<file path="config.mk">
export PLATFORM = sky130hd
export DESIGN_NAME = instr_fetch
export DESIGN_NICKNAME = d
export VERILOG_FILES = /design/src/rtl/core_pkg.sv /design/src/rtl/instr_mem.sv /design/src/rtl/instr_fetch.sv
export SDC_FILE = /design/constraint.sdc
export NUM_CORES = 2
export LEC_CHECK = 0
export BUFFER_PORTS_ARGS = -buffer_cell sky130_fd_sc_hd__buf_4
export CORE_MARGIN = 10
export CORE_UTILIZATION = 35
export CTS_CLUSTER_DIAMETER = 80
export DETAILED_ROUTE_END_ITERATION = 8
export GPL_ROUTABILITY_DRIVEN = 0
export PLACE_DENSITY = 0.47
export SYNTH_ARGS = -nofsm -noshare
export SYNTH_HDL_FRONTEND = slang
export SYNTH_SLANG_ARGS = --single-unit
</file>
<file path="constraint.sdc">
create_clock -name clk -period 9.15 [get_ports clk]
set_input_delay 2.745 -clock clk [delete_from_list [all_inputs] [get_ports clk]]
set_output_delay 2.745 -clock clk [all_outputs]
set_load 0.01 [all_outputs]
</file>
<file path="src/rtl/core_pkg.sv">
// Shared constants and types for the single-cycle core: the NOP encoding, the opcodes
// shared with the decoder, the fetch FSM states and a loader word-assembly helper.
package core_pkg;

  localparam logic [31:0] NOP_INSTR = 32'h0000_0013;

  localparam logic [6:0] OP_LOAD   = 7'b0000011;
  localparam logic [6:0] OP_STORE  = 7'b0100011;
  localparam logic [6:0] OP_RTYPE  = 7'b0110011;
  localparam logic [6:0] OP_BRANCH = 7'b1100011;

  typedef enum logic {
    StLoad = 1'b0,
    StRun  = 1'b1
  } fetch_state_e;

  // Merge the byte arriving in lane `lane` with the lanes already collected; higher lanes are
  // zero, so a short final word comes out zero-filled.
  function automatic logic [31:0] assemble_word(input logic [23:0] lanes,
                                                input logic [7:0]  data,
                                                input logic [1:0]  lane);
    logic [31:0] word;
    case (lane)
      2'd0:    word = {24'h00_0000, data};
      2'd1:    word = {16'h0000, data, lanes[7:0]};
      2'd2:    word = {8'h00, data, lanes[15:0]};
      default: word = {data, lanes[23:0]};
    endcase
    return word;
  endfunction

endpackage

</file>
<file path="src/rtl/instr_mem.sv">
// Instruction storage: one synchronous write port for the boot loader and one
// asynchronous read port feeding the fetch path. Contents are not reset.
module instr_mem #(
  parameter int unsigned IMEM_DEPTH = 64,
  localparam int unsigned AW = $clog2(IMEM_DEPTH)
) (
  input  logic          clk,
  input  logic          we,
  input  logic [AW-1:0] waddr,
  input  logic [31:0]   wdata,
  input  logic [AW-1:0] raddr,
  output logic [31:0]   rdata
);

  logic [31:0] mem_q [IMEM_DEPTH];

  always_ff @(posedge clk) begin
    if (we) begin
      mem_q[waddr] <= wdata;
    end
  end

  assign rdata = mem_q[raddr];

endmodule

</file>
<file path="src/rtl/instr_fetch.sv">
// Fetch front end: byte-serial boot loader filling instruction memory, then a free-running
// PC that fetches one instruction per cycle and follows taken branches.
module instr_fetch
  import core_pkg::*;
#(
  parameter int unsigned IMEM_DEPTH = 64,
  parameter logic [31:0] RESET_PC   = 32'h0000_0000
) (
  input  logic        clk,
  input  logic        rst,
  input  logic        load_valid,
  output logic        load_ready,
  input  logic [7:0]  load_byte,
  input  logic        load_last,
  output logic        load_err,
  input  logic        PCSrc,
  input  logic [31:0] ImmExt,
  output logic [31:0] PC,
  output logic [31:0] PCPlus4,
  output logic [31:0] Instr,
  output logic        run
);

  localparam int unsigned AW = $clog2(IMEM_DEPTH);
  localparam logic [AW:0] FullCnt = (AW + 1)'(IMEM_DEPTH);

  fetch_state_e state_q, state_d;
  logic [1:0]   byte_cnt_q, byte_cnt_d;
  logic [AW:0]  word_cnt_q, word_cnt_d;
  logic [23:0]  asm_q, asm_d;
  logic         load_err_q, load_err_d;
  logic [31:0]  pc_q, pc_d;

  logic        accept;
  logic        write_try;
  logic        mem_full;
  logic        mem_we;
  logic [31:0] mem_wdata;
  logic [31:0] mem_rdata;

  assign accept    = load_valid && (state_q == StLoad);
  assign write_try = accept && ((byte_cnt_q == 2'd3) || load_last);
  assign mem_full  = (word_cnt_q == FullCnt);
  assign mem_wdata = assemble_word(asm_q, load_byte, byte_cnt_q);

  always_comb begin
    state_d    = state_q;
    byte_cnt_d = byte_cnt_q;
    word_cnt_d = word_cnt_q;
    asm_d      = asm_q;
    load_err_d = load_err_q;
    pc_d       = pc_q;
    mem_we     = 1'b0;

    unique case (state_q)
      StLoad: begin
        pc_d = RESET_PC;
        if (accept) begin
          if (write_try) begin
            // Once the memory is full, writes are dropped but bytes keep flowing.
            mem_we     = !mem_full;
            load_err_d = load_err_q | mem_full;
            byte_cnt_d = 2'd0;
            if (!mem_full) begin
              word_cnt_d = word_cnt_q + 1'b1;
            end
          end else begin
            asm_d[{byte_cnt_q, 3'b000} +: 8] = load_byte;
            byte_cnt_d = byte_cnt_q + 2'd1;
          end
          if (load_last) begin
            state_d    = StRun;
            byte_cnt_d = 2'd0;
            word_cnt_d = '0;
          end
        end
      end
      StRun: begin
        pc_d = PCSrc ? (pc_q + ImmExt) : (pc_q + 32'd4);
      end
      default: state_d = StLoad;
    endcase
  end

  always_ff @(posedge clk or posedge rst) begin
    if (rst) begin
      state_q    <= StLoad;
      byte_cnt_q <= 2'd0;
      word_cnt_q <= '0;
      asm_q      <= 24'h00_0000;
      load_err_q <= 1'b0;
      pc_q       <= RESET_PC;
    end else begin
      state_q    <= state_d;
      byte_cnt_q <= byte_cnt_d;
      word_cnt_q <= word_cnt_d;
      asm_q      <= asm_d;
      load_err_q <= load_err_d;
      pc_q       <= pc_d;
    end
  end

  instr_mem #(
    .IMEM_DEPTH(IMEM_DEPTH)
  ) u_instr_mem (
    .clk  (clk),
    .we   (mem_we),
    .waddr(word_cnt_q[AW-1:0]),
    .wdata(mem_wdata),
    .raddr(pc_q[AW+1:2]),
    .rdata(mem_rdata)
  );

  assign load_ready = (state_q == StLoad);
  assign run        = (state_q == StRun);
  assign load_err   = load_err_q;
  assign PC         = pc_q;
  assign PCPlus4    = pc_q + 32'd4;
  // Decoder sees a harmless NOP until the image is in place.
  assign Instr      = run ? mem_rdata : NOP_INSTR;

endmodule

</file>
# [After elaboration in Yosys (flattened, before gate mapping)]
# Memories as Yosys holds them, arrays and structs flattened.
# Cells that the tools add are included.
[totals] ff_bits=67 mem_bits_rw=2048 inputBits=45 out_inout_bits=99 wordCells=50 n_memories=1
[op_classes] add_sub_neg=5 eq_ne=5 n_shift=2 mux=18 n_bitwise=3 n_reduce_logical=10
[mem_list] memory="u_instr_mem.mem_q" words=64 width=32 read_ports=1 rd_clocked_by_memory_dff=0 write_ports=1 line="instr_mem.sv:15" source="logic [31:0] mem_q [IMEM_DEPTH];"
[ops] op="32-bit case mux with 3 select lines" count=1
[ops] op="32-bit two-way mux" count=2
[ops] op="32-bit case mux with 2 select lines" count=1
[ops] op="32-bit by 3-bit adder with 32-bit output, second input constant" count=1
[ops] op="32-bit adder" count=1
[ops] op="24-bit bitwise mux" count=1
[ops] op="8-bit by 7-bit variable shift with 24-bit output, first input constant" count=1
[ops] op="8-bit by 7-bit indexed part select with 24-bit output" count=1
[ops] op="7-bit two-way mux" count=3
[ops] op="1-bit two-way mux" count=8
[ops] op="7-bit by 1-bit adder with 7-bit output, second input constant" count=1
[ops] op="7-bit == test, second input constant" count=1
[ops] op="5-bit negator with 7-bit output" count=1
[ops] op="3-bit AND reduction" count=2
[ops] op="2-bit == test, second input constant" count=2
[ops] op="2-bit two-way mux" count=2
[ops] op="4-bit AND reduction" count=1
[ops] op="2-bit by 1-bit adder with 2-bit output, second input constant" count=1
[ops] op="2-bit by 1-bit == test with 1-bit output, second input constant" count=1
[ops] op="1-bit logical AND" count=2
[ops] op="2-bit logical NOT" count=1
[ops] op="2-bit inequality test, second input constant" count=1
[ops] op="1-bit NOT" count=2
[ops] op="2-bit AND reduction" count=1
[ops] op="4 further kinds" count=4

# [Longest topological paths before layout]
[depth] ltp_word=8 depth_mapped=12 mapped_depth_nobuf=12

# [Hierarchy]
# Synthesis repeated with hierarchy kept, for this count alone.
[unflattened] cells_unflattened=3996 area_unflattened_um2=83645.2
[by_module_without_submodules] mod="instr_mem" n_inst=1 cells_per_inst=3292 area_each_um2=77874.7 seq_area_each_um2=61499.0
[by_module_without_submodules] mod="instr_fetch" n_inst=1 cells_per_inst=704 area_each_um2=5770.5 seq_area_each_um2=1676.6

# [Least setup slack after synthesis]
# Ideal clock, no wire load.
[synth_timing] path_type="input port to flip-flop" start="in load_byte[0]" end="mem u_instr_mem.mem_q[0][16], data pin" setup_time_ps=702 arrival_ps=5317 t_required_ps=8448 setup_slack_ps=3131 cell_stages=2 path_buffers=0 cell_sequence="nand2_1 -> o21ai_0"
[synth_between] elab_chain_len=1
[synth_rtl] element="from (decl)" line="instr_fetch.sv:13" source="input logic [7:0] load_byte,"
[synth_rtl] element="32-bit case mux with 3 select lines" line="core_pkg.sv:23" source="case (lane)"
[synth_rtl] element="via mem_wdata[16]" line="instr_fetch.sv:38" source="logic [31:0] mem_wdata;"
[synth_rtl] element="to (decl)" line="instr_mem.sv:15"
# The timed path passes the listed nets, and every way through them passes these cells.

# [Worst setup path after layout]
[layout_timing] start="reg pc_q[4], in the netlist PC[4]" end="out Instr[20]"
[layout_between] elab_chain_len=2
[layout_rtl] element="from (decl)" line="instr_fetch.sv:32" source="logic [31:0] pc_q, pc_d;"
[layout_rtl] element="from (signal assigned)" line="instr_fetch.sv:99" source="pc_q <= pc_d;"
[layout_rtl] element="memory read 64 x 32 bit"
[layout_rtl] element="32-bit two-way mux" line="instr_fetch.sv:120" source="assign Instr = run ? mem_rdata : NOP_INSTR;"
[layout_rtl] element="to (decl)" line="instr_fetch.sv:20" source="output logic [31:0] Instr,"
# No other way between the ends.

==> summary.md <==
| Metric | Value |
|---|---|
| Status | `finished clean` |
| Cell Rows | `179` |
| Buffers on Ports | `143` |
| Peak VDD IR | `0.201 mV` |
| Biggest area consumer among synthesized cells | `edfxtp_1` |
| Slew Viols, Final | `0` |
| Period minus WS final | `7890 ps` |
| Synth warnings | `0` |
| Drt wl/cell | `31.4 um` |
| Final hold slack | `482 ps` |
| Grt total ovfl | `0` |
| Asr flop ratio synth | `0.0317` |
| P_leak | `33.9 nW` |
| Routed wire length | `246,000 um` |
| Top post-synthesis cells by area | `edfxtp_1 (73%), mux4_2 (12%), mux2i_1 (2.4%)` |
| I/O pins | `144` |
| Arr. time, crit path | `5150 ps` |
| Worst-path cell chain | `buf_4 -> mux4_2 -> mux4_2 -> mux2i_1 -> a211oi_1 -> buf_4` |
| Iteration-0 DRC count of the detailed router | `4,230` |
| Dpl cell area | `89,600 sq um` |
| CTS max path bufs | `3` |
| Startpoint types | `flop` |
| Cell Area, Synth | `84,200 sq um` |
| Setup TNS | `0 ps` |
| Most frequent cell after synthesis | `edfxtp_1` |
| Total core area | `239,000 sq um` |
| Cts bufs inserted | `226` |
| Hold-fix buffers at CTS | `0` |
| First-pass detailed-route iteration total | `5` |
| Top cell type's share of synthesized area | `0.730` |
| Mean Syn Cell Area | `20.2 sq um` |
| Hold WC Path Type | `reg2reg` |
| Clock root buffer | `clkbuf_16` |
| Die X | `510 um` |
| Final nets | `4,533` |
| Largest net degree at the start of global routing | `103` |
| DRC violations left | `0` |
| Cell Pwr Density | `275 nW/um^2` |
| Postcts setup bufs | `0` |
| Vias per cell | `5.42` |
| CP max FO | `54` |
| Sink Count | `2,115` |
| Top_reg_cell synth | `edfxtp_1` |
| Area Growth Syn to Fin | `15.0%` |
| Clk Latency, worst-skew pair | `870 ps` |
| Die ar. | `261,000 sq um` |
| Total GRT Usage | `0.186` |
| WP buf/inv | `2` |
| Post-synth cell types | `69` |
| Syn_nets | `4,262` |
| Slew HR | `0.161` |
| Overall Power | `26.7 mW` |
| HPWL after DPL | `136,000 um` |
| Worst Path Required | `6410 ps` |
| Initial antenna violation count | `12` |
| Worst Tran Pin Value | `1260 ps` |
| Largest stage delay, worst path | `880 ps` |
| Final setup viols | `0` |
| CTS HTree Levels | `4` |
| Finished Cell Area | `96,800 sq um` |
| Delay-heaviest family, CP | `multiplexers` |
| Final Cycle Share | `0.863` |
| Proportion of layout cells with a drive suffix above 1 | `0.267` |
| Non-filler instance count after layout | `7,814` |
| Max Cap Viol | `0` |
| CTS tree | `yes` |
| Vias | `42,400` |
| Seq cells post-synth | `2,115` |
| Clock-pin slew on the worst setup and hold paths | `60 ps` |
| Crit path kind | `reg2out` |
| Max Clock Skew | `31.6 ps` |
| Vias in the first global route | `43,300` |
| Number of synthesized flops with an enable pin | `2,048` |
| RSZ-0062 raised after global routing | `false` |
| Synth top cells by count | `edfxtp_1 (2,048), mux4_2 (456), mux2i_1 (206)` |
| CP Capture Type | `primary output` |
| Final ANT Viol Nets | `0` |
| Slowest stage cell, crit path | `dfrtp_4` |
| PostCTS Resize Cnt | `0` |
| Seq/Total Area, Yosys | `0.750` |
| Max Freq | `0.127 GHz` |
| Initial Util | `0.353` |
| Post-placement cell count | `7,387` |
| Hold Vio Cnt, Final | `0` |
| First-pass GRT wire length | `344,000 um` |
| Mapped Cells | `4,177` |
| Die Y | `510 um` |
-- power breakdown --
group,internal (mW),switching [mW]
sequential,10.7,0.323
combinational,2.73,4.09
clock,5.08,3.80
-- per-layer routing --
metal  vias to the layer above  part of all wire  GRT usage
met5                         -                 0          0
met4                         0             0.022     0.0451
met3                       297             0.052     0.0291
met2                      1186              0.48      0.306
met1                     23000              0.44      0.260
li1                      17900                 -          -
-- registers in the layout (all words and copies together) (netlist names) --
| signal | cells |
|---|---|
| PC | 32 |
| load_err | 1 |
| asm_q | 24 |
| u_instr_mem.mem_q | 2048 |
| byte_cnt_q | 2 |
| run | 1 |
| word_cnt_q | 7 |
-- cells by family (layout without fill, tap and decap cells) --
| group | count (synthesis) | in the layout | share of synthesized area |
|---|---|---|---|
| AOI/OAI and AO/OA | 538 | 538 | 0.0413 |
| xor gates and xnor gates | 55 | 55 | 0.00572 |
| adders and majority gates | 40 | 40 | 0.00603 |
| buffers and inverters | 260 | 725 | 0.0168 |
| DFF | 2115 | 2115 | 0.750 |
| muxes | 735 | 735 | 0.156 |
| other | 0 | 5 | 0 |
| and+or+nand+nor | 434 | 434 | 0.0235 |
-- worst min-delay path, delay by kind of cell, from the launching register on --
family | cells | cell delay, ps
AOI/OAI and AO/OA | 1 | 60
DFF | 1 | 340
and+or+nand+nor | 1 | 50
-- final cells by class --
class	count	area, sq um
fillers	21200	142000
flip-flops and latches	2115	63200
multi-input cells	1802	20200
clock buffers	278	5960
well taps	3167	3960
repair buffers	282	2200
clock inverters	144	1210
inverters	21	81.3
diodes	5	12.5
-- path summary, 6_finish.rpt --
kind / startpoint / end / slack, ps / cells past startpoint
setup / recovery: PC[4] / Instr[20] / 1260 / 6
hold / removal: asm_q[22] / asm_q[22] / 480 / 2
setup reg to reg: PC[4] / PC[30] / 4260 / 11
hold reg to reg: asm_q[22] / asm_q[22] / 480 / 2
max in group asynchronous: rst / PC[7] / 6090 / 3
min in group asynchronous: rst / PC[12] / 1960 / 2
-- through the flow --
step | worst slack [ps] | util
2_1_floorplan | 3130 | -
3_3_place_gp | 2130 | 0.376
3_5_place_dp | 2160 | 0.376
4_1_cts | 1170 | 0.406
5_1_grt | 1100 | 0.406
6_report | 1260 | 0.406
-- cells in the final DEF, fill, tap and decap left out, drive strengths merged, types with 12 or more instances in the layout --
cell type  Yosys  layout
nand3         30      30
dfrtp         67      67
a22oi         14      14
mux2i        206     206
and2          13      13
inv           21      24
edfxtp      2048    2048
mux4         456     456
clkinv         0     112
bufinv         0      17
xnor2         35      35
mux2          73      73
a31oi         31      31
nand2        155     155
buf          132     282
clkbuf       107     278
o22a          13      13
or2           15      15
ha            39      39
o21ai        113     113
o221ai        46      46
xor2          20      20
nor2         131     131
a22o          20      20
o22ai         49      49
clkinvlp       0      12
nand2b        21      21
a211oi        85      85
a21o          17      17
nor2b         20      20
a21oi        122     122
Note: power is estimated with default switching activity, not from simulation.
